## src/rtl/mips_pkg.sv

```systemverilog
// mips_pkg: shared opcode/funct constants, ALU control codes and FSM state encoding
package mips_pkg;

    localparam logic [5:0] OP_RTYPE = 6'b000000;
    localparam logic [5:0] OP_J     = 6'b000010;
    localparam logic [5:0] OP_BEQ   = 6'b000100;
    localparam logic [5:0] OP_ADDI  = 6'b001000;
    localparam logic [5:0] OP_ANDI  = 6'b001100;
    localparam logic [5:0] OP_ORI   = 6'b001101;
    localparam logic [5:0] OP_LW    = 6'b100011;
    localparam logic [5:0] OP_SW    = 6'b101011;

    localparam logic [5:0] FN_ADD = 6'b100000;
    localparam logic [5:0] FN_SUB = 6'b100010;
    localparam logic [5:0] FN_AND = 6'b100100;
    localparam logic [5:0] FN_OR  = 6'b100101;
    localparam logic [5:0] FN_SLT = 6'b101010;

    localparam logic [2:0] ALU_AND = 3'b000;
    localparam logic [2:0] ALU_OR  = 3'b001;
    localparam logic [2:0] ALU_ADD = 3'b010;
    localparam logic [2:0] ALU_SUB = 3'b110;
    localparam logic [2:0] ALU_SLT = 3'b111;

    typedef enum logic [3:0] {
        S_RST     = 4'd0,
        S_FETCH   = 4'd1,
        S_DECODE  = 4'd2,
        S_MEMADR  = 4'd3,
        S_MEMRD   = 4'd4,
        S_MEMWB   = 4'd5,
        S_MEMWR   = 4'd6,
        S_EXECUTE = 4'd7,
        S_ALUWB   = 4'd8,
        S_BRANCH  = 4'd9,
        S_IMMEXEC = 4'd10,
        S_IMMWB   = 4'd11,
        S_JUMP    = 4'd12
    } state_t;

    // Operation class requested by the FSM; AOP_NONE drives a quiet all-zero control
    typedef enum logic [2:0] {
        AOP_NONE  = 3'd0,
        AOP_ADD   = 3'd1,
        AOP_SUB   = 3'd2,
        AOP_FUNCT = 3'd3,
        AOP_AND   = 3'd4,
        AOP_OR    = 3'd5
    } alu_op_t;

endpackage

```

## src/rtl/alu_decoder.sv

```systemverilog
// alu_decoder: maps the FSM operation class (and R-type funct) to the 3-bit ALU control
module alu_decoder
    import mips_pkg::*;
#(
    parameter int FUNCT_W = 6
) (
    input  logic [FUNCT_W-1:0] funct,
    input  alu_op_t            alu_op,
    output logic [2:0]         alu_control
);

    logic [2:0] funct_ctrl;

    // R-type funct decode; unrecognised functs fall back to add
    always_comb begin
        funct_ctrl = ALU_ADD;
        case (funct)
            FN_ADD:  funct_ctrl = ALU_ADD;
            FN_SUB:  funct_ctrl = ALU_SUB;
            FN_AND:  funct_ctrl = ALU_AND;
            FN_OR:   funct_ctrl = ALU_OR;
            FN_SLT:  funct_ctrl = ALU_SLT;
            default: funct_ctrl = ALU_ADD;
        endcase
    end

    // Operation class selects a fixed code or defers to the funct decode
    always_comb begin
        alu_control = 3'b000;
        case (alu_op)
            AOP_ADD:   alu_control = ALU_ADD;
            AOP_SUB:   alu_control = ALU_SUB;
            AOP_FUNCT: alu_control = funct_ctrl;
            AOP_AND:   alu_control = ALU_AND;
            AOP_OR:    alu_control = ALU_OR;
            default:   alu_control = 3'b000;
        endcase
    end

endmodule

```

## src/rtl/mips_multicycle_ctrl.sv

```systemverilog
// mips_multicycle_ctrl: Moore control FSM for the multicycle MIPS datapath
// Define MIPS_LOGIC_IMM_EN to add andi/ori (zero-extended immediate logic ops).
module mips_multicycle_ctrl
    import mips_pkg::*;
#(
    parameter int OPCODE_W = 6,
    parameter int FUNCT_W  = 6
) (
    input  logic                clk,
    input  logic                rst_n,
    input  logic [OPCODE_W-1:0] opcode,
    input  logic [FUNCT_W-1:0]  funct,
    input  logic                zero,
    output logic                pc_en,
    output logic                iord,
    output logic                ir_write,
    output logic                mem_write,
    output logic                reg_write,
    output logic                reg_dst,
    output logic                mem_to_reg,
    output logic                alu_src_a,
    output logic [1:0]          alu_src_b,
    output logic [1:0]          pc_src,
    output logic [2:0]          alu_control,
    output logic                ext_zero,
    output logic                illegal_op,
    output logic [3:0]          state_dbg
);

    state_t  state, next_state;
    alu_op_t alu_op;
    alu_op_t imm_op;
    logic    imm_zx;
    logic    logic_imm;
    logic    pc_write;
    logic    branch;

`ifdef MIPS_LOGIC_IMM_EN
    assign logic_imm = (opcode == OP_ANDI) || (opcode == OP_ORI);

    // Capture the immediate flavour in DECODE so IMMEXEC/IMMWB hold it steadily
    always_ff @(posedge clk or negedge rst_n) begin
        if (!rst_n) begin
            imm_op <= AOP_ADD;
            imm_zx <= 1'b0;
        end else if (state == S_DECODE) begin
            imm_op <= (opcode == OP_ANDI) ? AOP_AND : (opcode == OP_ORI) ? AOP_OR : AOP_ADD;
            imm_zx <= logic_imm;
        end
    end
`else
    assign logic_imm = 1'b0;
    assign imm_op    = AOP_ADD;
    assign imm_zx    = 1'b0;
`endif

    // State register; reset can abort any instruction
    always_ff @(posedge clk or negedge rst_n) begin
        if (!rst_n) state <= S_RST;
        else        state <= next_state;
    end

    // Next-state and Moore outputs; DECODE also flags unsupported opcodes
    always_comb begin
        next_state = S_FETCH;
        iord       = 1'b0;
        ir_write   = 1'b0;
        mem_write  = 1'b0;
        reg_write  = 1'b0;
        reg_dst    = 1'b0;
        mem_to_reg = 1'b0;
        alu_src_a  = 1'b0;
        alu_src_b  = 2'b00;
        pc_src     = 2'b00;
        alu_op     = AOP_NONE;
        ext_zero   = 1'b0;
        illegal_op = 1'b0;
        pc_write   = 1'b0;
        branch     = 1'b0;
        case (state)
            S_RST: next_state = S_FETCH;
            S_FETCH: begin
                alu_src_b  = 2'b01;
                alu_op     = AOP_ADD;
                ir_write   = 1'b1;
                pc_write   = 1'b1;
                next_state = S_DECODE;
            end
            S_DECODE: begin
                alu_src_b  = 2'b11;
                alu_op     = AOP_ADD;
                next_state = (opcode == OP_LW || opcode == OP_SW) ? S_MEMADR :
                             (opcode == OP_RTYPE)                 ? S_EXECUTE :
                             (opcode == OP_BEQ)                   ? S_BRANCH :
                             (opcode == OP_ADDI || logic_imm)     ? S_IMMEXEC :
                             (opcode == OP_J)                     ? S_JUMP : S_FETCH;
                illegal_op = (next_state == S_FETCH);
            end
            S_MEMADR: begin
                alu_src_a  = 1'b1;
                alu_src_b  = 2'b10;
                alu_op     = AOP_ADD;
                next_state = (opcode == OP_SW) ? S_MEMWR : S_MEMRD;
            end
            S_MEMRD: begin
                iord       = 1'b1;
                next_state = S_MEMWB;
            end
            S_MEMWB: begin
                reg_write  = 1'b1;
                mem_to_reg = 1'b1;
            end
            S_MEMWR: begin
                iord      = 1'b1;
                mem_write = 1'b1;
            end
            S_EXECUTE: begin
                alu_src_a  = 1'b1;
                alu_op     = AOP_FUNCT;
                next_state = S_ALUWB;
            end
            S_ALUWB: begin
                reg_write = 1'b1;
                reg_dst   = 1'b1;
            end
            S_BRANCH: begin
                alu_src_a = 1'b1;
                alu_op    = AOP_SUB;
                pc_src    = 2'b01;
                branch    = 1'b1;
            end
            S_IMMEXEC: begin
                alu_src_a  = 1'b1;
                alu_src_b  = 2'b10;
                alu_op     = imm_op;
                ext_zero   = imm_zx;
                next_state = S_IMMWB;
            end
            S_IMMWB: begin
                alu_src_a = 1'b1;
                alu_src_b = 2'b10;
                alu_op    = imm_op;
                ext_zero  = imm_zx;
                reg_write = 1'b1;
            end
            S_JUMP: begin
                pc_src   = 2'b10;
                pc_write = 1'b1;
            end
            default: next_state = S_FETCH;
        endcase
    end

    assign pc_en     = pc_write | (branch & zero);
    assign state_dbg = state;

    alu_decoder #(.FUNCT_W(FUNCT_W)) u_alu_decoder (
        .funct       (funct),
        .alu_op      (alu_op),
        .alu_control (alu_control)
    );

endmodule
```

## config.mk

```make
export PLATFORM = sky130hd
export DESIGN_NAME = mips_multicycle_ctrl
export DESIGN_NICKNAME = d
export VERILOG_FILES = /design/src/rtl/mips_pkg.sv /design/src/rtl/alu_decoder.sv /design/src/rtl/mips_multicycle_ctrl.sv
export SDC_FILE = /design/constraint.sdc
export NUM_CORES = 1
export LEC_CHECK = 0
export ABC_AREA = 1
export CAP_MARGIN = 20
export CORE_MARGIN = 4
export CORE_UTILIZATION = 36
export CTS_CLUSTER_SIZE = 25
export DETAILED_ROUTE_END_ITERATION = 8
export HOLD_SLACK_MARGIN = 0.08
export PLACE_DENSITY = 0.88
export SYNTH_ARGS = -nofsm -noshare
export SYNTH_HDL_FRONTEND = slang
export SYNTH_SLANG_ARGS = --single-unit
```

## constraint.sdc

```tcl
create_clock -name clk -period 1.55 [get_ports clk]
set_input_delay 0.465 -clock clk [delete_from_list [all_inputs] [get_ports clk]]
set_output_delay 0.465 -clock clk [all_outputs]
set_load 0.005 [all_outputs]
```

==> results of run 1 <==
==> cells by family after synthesis <==
| family | count (synthesis) |
|---|---|
| buf+inv | 16 |
| compound gates | 7 |
| other cells | 1 |
| flops | 4 |
| simple gates | 61 |
==> synth_stat cells (3+ instances only) <==
library cell,count
nor2_2,5
nand2_1,10
nand3_1,9
nand2_4,4
inv_1,12
nor2_1,19
inv_2,3
nand2_2,3
dfrtp_1,4
nand3_2,3
==> what timing repair did <==
item	in CTS
endpoints found under the setup margin	20
gates resized for setup	130
pin swaps	23
buffers inserted	16
==> stage by stage <==
stage | instance area [sq um] | instances | setup slack (ps)
after floorplan | 572 | 89 | 111
after global placement | 1100 | 162 | -815
after detailed placement | 1100 | 162 | -911
after CTS | 1360 | 180 | -289
==> metrics.txt, run 1 <==
Synth Area in Compound Gates=8.32%; status=aborted with a tool error; post-GRT worst EP=alu_control[0]; Post-Synth Simple-Gate Area=62.4%; Max H-tree Level=1; Seq/Total Area, Yosys=17.5%; Post-DP HPWL=1720 um; Die W=47.9 um; mapped cell area=572 sq um; post-synthesis adder-cell area fraction=0%; mux share of post-synthesis cell area=0%; Gate Count Post-Synth=89; Yosys warning total=0; final RePlAce weighted congestion=0.890; CTS Buffer Depth=2; CTS root buf=clkbuf_4; number of I/O port buffers=34; TritonCTS Sinks=4; largest net degree at the start of global routing=6; #FFs+latches synth=4; number of flops mapped to enable cells by yosys=0; Die H=47.9 um; ys async rst share=100%; Initial Util=38.0%; Mean Syn Cell Area=6.42 sq um; largest family of logic cells by synthesized area=simple AND/OR/NAND/NOR gates; Run Error=[ERROR DPL-0038] Utilization greater than 100%, impossible to legalize; Halt Stage=global routing (5_1_grt); total CTS buffers=3; share of the synthesized area in the top cell type=17.5%; syn nets=104; Hold Buf Count CTS=0; Area contributors post-synth=dfrtp_1 18%, nor2_1 12%, nand3_1 7.9%; IO Pins=36; Most used DFF post-synth=dfrtp_1; Unique masters post-synth=23; Yosys top cell by area=dfrtp_1; WEP type=primary output; Row Count=14; Synth Area in XOR/XNOR=0%
==> run 2, diff against run 1 <==
--- a/config.mk
+++ b/config.mk
@@ -7,12 +7,10 @@
 export LEC_CHECK = 0
 export ABC_AREA = 1
 export CAP_MARGIN = 20
-export CORE_MARGIN = 4
-export CORE_UTILIZATION = 36
-export CTS_CLUSTER_SIZE = 25
+export CORE_AREA = 4 4 65 67
 export DETAILED_ROUTE_END_ITERATION = 8
-export HOLD_SLACK_MARGIN = 0.08
-export PLACE_DENSITY = 0.88
+export DIE_AREA = 0 0 69 71
+export PLACE_DENSITY_LB_ADDON = 0.15
 export SYNTH_ARGS = -nofsm -noshare
 export SYNTH_HDL_FRONTEND = slang
 export SYNTH_SLANG_ARGS = --single-unit
==> run 2 against run 1 <==
  * The flow now finishes, with violations (negative setup slack)
  * Synthesized cell count stayed put
  * Synthesized area stayed put
==> metrics.txt, run 2 <==
status=finished with violations (was aborted with a tool error); failing checks=negative setup slack; Seq/Total Area, Yosys=17.5% (unchanged); setup ws final=-262 ps; Reg clk slew, reported paths=30 ps; reg2reg path depth=11; most common cell after layout, fill and taps aside=buf_6; #FFs+latches synth=4 (unchanged); Max H-tree Level=1 (unchanged); # DRC=0; # placed instances=200 (was 162); Flop pwr share=8.2%; number of flops mapped to enable cells by yosys=0 (unchanged); First-pass DRT Iterations=4; final slew viol count=0; Crit. End Element=output pin; Unique masters post-synth=23 (unchanged); Critical Path Start Type=flip-flop; final non-filler cell total=236; die area=4900 sq um; CTS Buffer Depth=2 (unchanged); Die H=71 um (was 47.9 um); Crit Reg-Reg Endpoint=state_dbg[0]$_DFF_PN0_; Die W=69 um (was 47.9 um); syn nets=104 (unchanged); Mean Syn Cell Area=6.42 sq um (unchanged); leakage=0.866 nW; Crit Path Class=reg -> out; # diodes=0; Clk pwr share=7.6%; share of the synthesized area in the top cell type=17.5% (unchanged); Initial DRC Count=15; number of I/O port buffers=34 (unchanged); final worst path period share=117%; Core ar.=3630 sq um; largest net degree at the start of global routing=6; Peak Freq=552 MHz; Tmin final=1810 ps; Fill cells=383; Yosys warning total=0 (unchanged); Critical Path Fanout Max=5; utilization after layout=46.7%; Final Instance Area=1700 sq um; worst reg2reg setup slack=0 ps; first-pass GRT wire length=4620 um; CTS root buf=clkbuf_8 (was clkbuf_4); Most used DFF post-synth=dfrtp_1 (unchanged); vias in the first global route=1026; total power=2.74 mW; TritonCTS Sinks=4 (unchanged); most frequent cells in the layout=37 x buf_6, 32 x buf_4, 16 x buf_2; Final setup viols=18; total CTS buffers=3 (unchanged); clk_skew=1.39 ps; IO Pins=36 (unchanged); gr ovfl total=0; worst min path class=in -> async; ys async rst share=100% (unchanged); Gate Count Post-Synth=89 (unchanged); Sw Share=39.8%; initial antenna violation count=0; Post-DP HPWL=1840 um (was 1720 um); Area contributors post-synth=dfrtp_1 18%, nor2_1 12%, nand3_1 7.9% (unchanged); Row Count=22 (was 14); P&R area growth vs syn=197%; CTS tree=done; cell-internal power=1.65 mW; combinational power share=84.2%; maximum vdd ir drop=430 uV; DR vias=951; Hold Buf Count CTS=0 (unchanged); arrival time worst endpoint=1350 ps; Yosys top cell by area=dfrtp_1 (unchanged); final WL=2830 um; r2r startpoint=state_dbg[0]$_DFF_PN0_; total global-route track usage=11.4%; Final Hold Fails=0; top cells by count, synth=19 x nor2_1, 12 x inv_1, 10 x nand2_1 (unchanged); Crit path required time=1080 ps; Initial Util=15.7% (was 38.0%); pwr dens=1610 nW/um^2; max reg flops=4; RSZ-0062 raised after global routing=true; most common cell in the synthesized netlist=nor2_1 (unchanged); Psw=1.09 mW; post-route ant nets=0; mapped cell area=572 sq um (unchanged); DR vias/cell=4.03; final RePlAce weighted congestion=0.739 (was 0.890); Placed Area=1190 sq um (was 1100 sq um); drt wl/cell=12.0 um; share of cells above drive strength 1=76.1%; max cap viols=0; latest clock arrival within the worst-skew pair=210 ps; Final nets=205
-- run 2: area by class of cell --
cell class                 count  area, sq um  area share [%]
clock buffer                   3         41.3            2.43
multi-input combinational     69          576            33.9
timing repair buffer          97          848            50.0
tap                           48         60.1            3.54
inverter                      15         68.8            4.05
sequential                     4          104            6.12
-- run 2: routing by layer --
metal  wire (um)  part of all wire, %  track usage (%)
met4          23                 0.81             2.82
met1        1070                   38             12.1
met3         111                  3.9             2.70
met2        1620                   57             22.6
met5           0                    0                0
-- run 2: worst max path at each step --
stage,startpoint,endpoint,slack [ps],cells past startpoint
floorplan,state_dbg[0]$_DFF_PN0_,illegal_op,110,5
detailed placement,funct[1],alu_control[0],-850,5
global placement,opcode[0],illegal_op,-840,8
finish,state_dbg[2]$_DFF_PN0_,iord,-260,7
global route,state_dbg[2]$_DFF_PN0_,alu_control[0],-320,7
CTS,state_dbg[2]$_DFF_PN0_,alu_control[0],-310,7
-- run 2: kinds of logic (layout without fill, tap and decap cells) --
kind of cell    after synthesis  after routing  synth area share, %
simple gates                 61             61                 62.4
buf+inv                      16            115                 11.2
compound gates                7              7                 8.31
flops                         4              4                 17.5
other cells                   1              1                0.656
-- run 2: worst max-delay path, stage by stage, from the launching register on --
cell and delay, ps:
dfrtp_2 440, buf_6 130, buf_6 100, nand2_4 80, buf_6 140, buf_6 110
nor2_4 30, buf_6 100
-- run 2: power groups by stage --
stage / Clock, mW / Sequential [mW] / Combinational [mW]
2_1_floorplan: 0 / 0.219 / 0.501
3_5_place_dp: 0 / 0.208 / 1.32
4_1_cts: 0.214 / 0.222 / 1.97
5_1_grt: 0.221 / 0.234 / 2.46
3_3_place_gp: 0 / 0.210 / 1.32
6_report: 0.208 / 0.225 / 2.30
-- run 2: timing repair --
action,CTS,global route
endpoints found under the setup margin,20,22
resized for setup,150,44
buffers inserted,31,9
pin swaps,29,17
-- run 2: stage by stage --
step | setup slack (ps) | setup TNS (ps) | hold slack, ps
finish | -262 | -3130 | 456
detailed placement | -846 | -7420 | 680
global route | -317 | -4060 | 470
floorplan | 111 | 0 | 169
CTS | -307 | -3420 | 458
global placement | -838 | -7320 | 676
Power figures use the tool's default switching activity.
